--- config.mk ---
export PLATFORM = sky130hd
export DESIGN_NAME = datamem_arbiter
export DESIGN_NICKNAME = d
export VERILOG_FILES = /design/src/rtl/datamem_pkg.sv /design/src/rtl/datamem_arbiter_rr_arb2.sv /design/src/rtl/datamem_arbiter.sv
export SDC_FILE = /design/constraint.sdc
export NUM_CORES = 1
export LEC_CHECK = 0
export ABC_AREA = 0
export CORE_MARGIN = 5
export CORE_UTILIZATION = 32
export DETAILED_ROUTE_END_ITERATION = 10
export PLACE_DENSITY = 0.86
export SLEW_MARGIN = 20
export SYNTH_ARGS = -nofsm -noshare
export SYNTH_HDL_FRONTEND = slang
export SYNTH_HIERARCHICAL = 1
export SYNTH_SLANG_ARGS = --single-unit
--- constraint.sdc ---
create_clock -name clk -period 1.5 [get_ports clk]
set_clock_uncertainty 0.05 [all_clocks]
set_input_delay 0.3 -clock clk [delete_from_list [all_inputs] [get_ports clk]]
set_output_delay 0.3 -clock clk [all_outputs]
set_load 0.1 [all_outputs]
--- src/rtl/datamem_pkg.sv ---
`default_nettype none
// +-----------------------------------------------------------------+
// | Module   : datamem_pkg                                          |
// | Purpose  : Shared types and constants for the data-memory       |
// |            two-port arbiter.                                    |
// | Revision : 1.0  initial release                                 |
// +-----------------------------------------------------------------+
package datamem_pkg;

   // Default number of legal word addresses behind the arbiter
   localparam int MEM_DEPTH_DEF = 1024;

   // Arbiter transaction phases
   typedef enum logic [1:0] {
      IDLE  = 2'd0,
      ISSUE = 2'd1,
      RESP  = 2'd2
   } state_t;

   // Requester index: 0 = port 0, 1 = port 1
   typedef logic port_idx_t;

endpackage
`default_nettype wire

--- src/rtl/datamem_arbiter_rr_arb2.sv ---
`default_nettype none
// +-----------------------------------------------------------------+
// | Module   : rr_arb2                                              |
// | Purpose  : Two-way winner select. A tie goes to the port that   |
// |            did not win last time when DATAMEM_ARB_RR_EN is      |
// |            defined, otherwise port 0 always wins a tie.         |
// | Revision : 1.0  initial release                                 |
// +-----------------------------------------------------------------+
module rr_arb2
   import datamem_pkg::*;
(
   input  logic      req0,
   input  logic      req1,
   input  logic      last_grant,
   output port_idx_t winner
);

`ifndef DATAMEM_ARB_RR_EN
   // Fixed priority has no use for grant history
   logic unused_last_grant;
   assign unused_last_grant = last_grant;
`endif

   // Pick the winner; a lone requester always wins
   always_comb begin
      winner = 1'b0;
      if (req0 && req1) begin
`ifdef DATAMEM_ARB_RR_EN
         winner = ~last_grant;
`else
         winner = 1'b0;
`endif
      end else if (req1) begin
         winner = 1'b1;
      end
   end

endmodule
`default_nettype wire

--- src/rtl/datamem_arbiter.sv ---
`default_nettype none
// +-----------------------------------------------------------------+
// | Module   : datamem_arbiter                                      |
// | Purpose  : Shares one registered-read data memory between two   |
// |            requesters. Each transaction takes IDLE->ISSUE->RESP.|
// |            Define DATAMEM_ARB_RR_EN for round-robin tie-break;  |
// |            default build is fixed priority to port 0.           |
// | Revision : 1.0  initial release                                 |
// +-----------------------------------------------------------------+
module datamem_arbiter
   import datamem_pkg::*;
#(
   parameter int ADDR_W    = 32,
   parameter int DATA_W    = 32,
   parameter int MEM_DEPTH = MEM_DEPTH_DEF
)(
   input  logic              clk,
   input  logic              rst_n,
   input  logic              req0,
   input  logic              req1,
   input  logic              we0,
   input  logic              we1,
   input  logic [ADDR_W-1:0] addr0,
   input  logic [ADDR_W-1:0] addr1,
   input  logic [DATA_W-1:0] wdata0,
   input  logic [DATA_W-1:0] wdata1,
   output logic              gnt0,
   output logic              gnt1,
   output logic              done0,
   output logic              done1,
   output logic              err0,
   output logic              err1,
   output logic [DATA_W-1:0] rdata,
   output logic              mem_memwrite,
   output logic              mem_memread,
   output logic [ADDR_W-1:0] mem_addr,
   output logic [DATA_W-1:0] mem_wdata,
   input  logic [DATA_W-1:0] mem_rdata
);

   localparam logic [ADDR_W:0] DEPTH_EXT = (ADDR_W+1)'(MEM_DEPTH);

   state_t            state;
   state_t            state_nxt;
   port_idx_t         winner;
   port_idx_t         sel;
   logic              lat_we;
   logic [ADDR_W-1:0] lat_addr;
   logic [DATA_W-1:0] lat_wdata;
   logic              last_grant;
   logic              any_req;
   logic              start;
   logic              oor;

   assign any_req = req0 | req1;
   assign start   = (state == IDLE) && any_req;
   assign oor     = ({1'b0, lat_addr} >= DEPTH_EXT);

`ifdef DATAMEM_ARB_RR_EN
   // Remember who won most recently; reset value makes port 0 win the first tie
   always_ff @(posedge clk or negedge rst_n) begin
      if (!rst_n) begin
         last_grant <= 1'b1;
      end else if (start) begin
         last_grant <= winner;
      end
   end
`else
   assign last_grant = 1'b1;
`endif

   rr_arb2 u_rr_arb2 (
      .req0       (req0),
      .req1       (req1),
      .last_grant (last_grant),
      .winner     (winner)
   );

   // Transaction phase register
   always_ff @(posedge clk or negedge rst_n) begin
      if (!rst_n) begin
         state <= IDLE;
      end else begin
         state <= state_nxt;
      end
   end

   // Capture the winning request; held values also keep the memory bus stable
   always_ff @(posedge clk or negedge rst_n) begin
      if (!rst_n) begin
         sel       <= 1'b0;
         lat_we    <= 1'b0;
         lat_addr  <= '0;
         lat_wdata <= '0;
      end else if (start) begin
         sel       <= winner;
         lat_we    <= winner ? we1    : we0;
         lat_addr  <= winner ? addr1  : addr0;
         lat_wdata <= winner ? wdata1 : wdata0;
      end
   end

   assign mem_addr  = lat_addr;
   assign mem_wdata = lat_wdata;

   // Next phase plus per-phase grant, strobe and completion outputs
   always_comb begin
      state_nxt    = state;
      gnt0         = 1'b0;
      gnt1         = 1'b0;
      done0        = 1'b0;
      done1        = 1'b0;
      err0         = 1'b0;
      err1         = 1'b0;
      mem_memwrite = 1'b0;
      mem_memread  = 1'b0;
      rdata        = '0;
      case (state)
         IDLE: begin
            if (any_req) state_nxt = ISSUE;
         end
         ISSUE: begin
            state_nxt    = RESP;
            gnt0         = (sel == 1'b0);
            gnt1         = (sel == 1'b1);
            mem_memwrite = lat_we  && !oor;
            mem_memread  = !lat_we && !oor;
         end
         RESP: begin
            state_nxt = IDLE;
            done0     = (sel == 1'b0);
            done1     = (sel == 1'b1);
            err0      = (sel == 1'b0) && oor;
            err1      = (sel == 1'b1) && oor;
            rdata     = mem_rdata;
         end
         default: state_nxt = IDLE;
      endcase
   end

endmodule
`default_nettype wire

# Word-level counts from Yosys, hierarchy flattened

Cells that the tools add are included.

Register bits after elaboration: 68
Latch bits: 0
Memory bits (writable): 0
Memory bits (read-only): 0
Bits of input ports: 166
Output and inout bits: 104
Logic and storage cells: 36
Memories: 0

Add/subtract/negate cells: 0
Multiply operators: 0
Divide/modulo/power cells: 0
Order comparisons: 1
Eq/ne operators: 3
Shifts and indexed selects: 0
Mux-type cells: 16
Bitwise operators: 2
Reduce and logical (&&, ||, !) cells: 9

Operators with widths:

| operator             | number |
|---|---|
| $mux 32              | 3 |
| $ge 32x11->1 const B | 1 |
| $mux 1               | 11 |
| $logic_and 1x1->1    | 6 |
| $pmux 2 s2           | 1 |
| $eq 2x1->1 const B   | 1 |
| $eq 2x2->1 const B   | 1 |
| $logic_not 1->1      | 2 |
| $logic_not 2->1      | 1 |
| $mux 2               | 1 |
| $ne 2x2->1 const B   | 1 |
| $not 1->1            | 1 |
| $or 1x1->1           | 1 |

# Longest topological paths before layout

Depth in word-level cells: 4
Gate-level depth with buffers: 5
Depth with buffers taken out: 3

# By module

Netlist, hierarchy kept.

By module, submodules not included:

| module          | instances | cells an instance | area each (um^2) | sequential area each (um^2) |
|---|---|---|---|---|
| datamem_arbiter | 1         | 270               | 3,789.9          | 1,701.6 |
| rr_arb2         | 1         | 1                 | 13.8             | 0.0 |

# Worst setup path before layout

OpenSTA, ideal clock, no wires.

Path kind: register -> output
From: register lat_addr[13], in the netlist mem_addr[13]
To: output port mem_memread
Data arrival time: 4,436 ps
Required time: 1,150 ps
Path slack: -3,286 ps
Stages on the path, launching flop included: 4
Path buffers: 0
Cells stage by stage: dfrtp_1 > nor4_1 > nand4_1 > nor4b_1

Cells in the longest elaborated chain, start to end: 4

RTL lines:

| item                   | line                   | RTL |
|---|---|---|
| start, declared        | datamem_arbiter.sv:48  | `logic [ADDR_W-1:0] lat_addr;` |
| start signal, assigned | datamem_arbiter.sv:98  | `lat_addr <= winner ? addr1 : addr0;` |
| $ge 32x11->1           | datamem_arbiter.sv:57  | `assign oor = ({1'b0, lat_addr} >= DEPTH_EXT);` |
| $logic_not 1->1        | datamem_arbiter.sv:127 | `mem_memread = !lat_we && !oor;` |
| $logic_and 1x1->1      | datamem_arbiter.sv:127 |  |
| $mux 1                 | datamem_arbiter.sv:118 | `case (state)` |
| end, declared          | datamem_arbiter.sv:35  | `output logic mem_memread,` |

Every way passes these cells.

# Worst setup path in the final report

From: register lat_addr[14], in the netlist mem_addr[14]
To: output port mem_memwrite

Cells in the longest elaborated chain, start to end: 4

RTL lines:

| item              | line                   | RTL |
|---|---|---|
| $ge 32x11->1      | datamem_arbiter.sv:57  |  |
| $logic_not 1->1   | datamem_arbiter.sv:126 | `mem_memwrite = lat_we && !oor;` |
| $logic_and 1x1->1 | datamem_arbiter.sv:126 |  |
| $mux 1            | datamem_arbiter.sv:118 |  |
| end, declared     | datamem_arbiter.sv:34  | `output logic mem_memwrite,` |

Every way passes these cells.

==> reports/metrics.cfg <==
[outcome]
outcome = finished with violations
violations = setup timing

[drt]
vias = 3731
initialDrtViolationCount = 147
drcViolationCount = 0
postRouteAntennaNets = 0
viasPerCell = 4.92
routed_wl_mm = 18.6
drtPass1Iterations = 5
wire_per_inst_um = 24.5

[floorplan]
die_h_um = 119
fp.dieW_um = 119
io_pins = 270
core_mm2 = 0.0115
rows = 39
die_area_mm2 = 0.0142
start_util_pct = 33.0

[sta]
finalHoldViolCount = 0
rsz0062_at_grt = yes
tns_ps = -41550
relSlewSlack_pct = 78.0
finalSetupViolations = 108
min_period_over_period_pct = 151
setup_slack_ps = -768
max_freq_ghz = 0.441
fin_crit_ps = 2270
report.final.slew_viol_count = 0
tightest_slew_ps = 328

[worst_setup_path]
critPathArrivalTime_ps = 1920
reg2reg_from = state[1]
setup.worst_path.start = mem_addr[14]
cpPeakStageDelay_ps = 390
path_delay_family = simple AND/OR/NAND/NOR gates
cp_max_fo = 3
worstSetupPathType = reg -> out
end_kind = output pin
worst_path_max_delay_cell = dfrtp_2
cpMostUsedCell = buf_4
cp.required_ps = 1150
crit_buf_inv = 3
path_cells = nor4_1, nand4_1, buf_4, buf_4, nor3_4, buf_12
startpoint_type = flop

[final_layout]
area.growth.synth_to_final_pct = 149
drive_gt1_share_pct = 64.8
final_nets = 775
final_cell_mix = 162 x clkdlybuf4s50_1, 115 x buf_12, 106 x mux2_4, 46 x dfrtp_1, 34 x and2_4
layout_commonest_cell = clkdlybuf4s50_1
fin_util_pct = 82.1

[grt]
grt_max_degree = 35
gr-usage-all-layers_pct = 25.4
grt_overflow = 0
antenna_found_initial = 2
grt_pass1_vias = 4299
grt_pass1_wl_mm = 27.5

[clocking]
clock_latency_ps = 310
clk_pin_slew_ps = 70
cts_tree = done
htreeDepth = 3
numCtsBuffers = 9
clkSinkCount = 68
root_buffer = clkbuf_16
clk_path_buf_depth = 2

[flow_run]
cap_violations = 0

[place]
place_hpwl_mm = 11.6
preCtsSetupSlack_ps = -640
gp_congestion = 0.757
io_buffers = 269

[min_path]
holdCritPathClass = in -> async

[synthesis]
synthCells = 270
syn-cell-area_mm2 = 0.00380
postSynthAreaPerCell_um2 = 14.1
ys_warn_count = 6
syn-num-nets = 436

## registers in the layout (all words and copies together), names as in the netlist
| signal | cells |
|---|---|
| lat_we | 1 |
| state | 2 |
| sel | 1 |
| mem_wdata | 32 |
| mem_addr | 32 |
## worst register-to-register path, stage by stage, from the launching register on
cell and delay, ps:
dfrtp_1 400, buf_6 140, buf_6 110, buf_6 110, nor3_4 210, buf_6 200
buf_12 130, buf_12 140, mux2_4 310
## metal layers
layer | routed length, um | track usage [%]
met1 | 6960 | 28.3
met2 | 9930 | 47.1
met3 | 1130 | 6.11
met4 | 575 | 8.69
met5 | 0 | 0
## final timing paths
path                            endpoint  slack (ps)  cells after the start
max in group asynchronous   mem_addr[17]         470                      3
setup reg to reg           mem_wdata[31]        -410                      8
hold reg to reg              mem_addr[4]         530                      1
min in group clk             mem_addr[4]         530                      1
hold / removal              mem_wdata[6]         360                      2
setup / recovery            mem_memwrite        -770                      6
## cell type report
cell class | instances | area, um^2
antenna | 2 | 5.00
clock buffer | 10 | 239
clock inverter | 6 | 87.6
fill | 521 | 2060
multi-input combinational | 185 | 2440
sequential | 68 | 1740
tap | 143 | 179
timing repair buffer | 345 | 4770
## timing repair
item	in CTS	in global routing
endpoints found under the setup margin	106	107
hold buffers	1	0
buffers inserted	25	14
pin swaps	22	11
gates resized for setup	117	25
endpoints found under the hold margin	17	0
gates cloned	16	1
## metrics by stage
step	instances	hold slack (ps)	instance area, um^2
after floorplan	270	-45.6	3970
after global placement	701	139	8080
after detailed placement	701	148	8080
after CTS	758	352	9490
after global routing	759	374	9460
final	759	359	9460
Power is left out: the tool's default activity adds up to more than one toggle a clock period on the data nets, which glitch-free logic cannot reach.
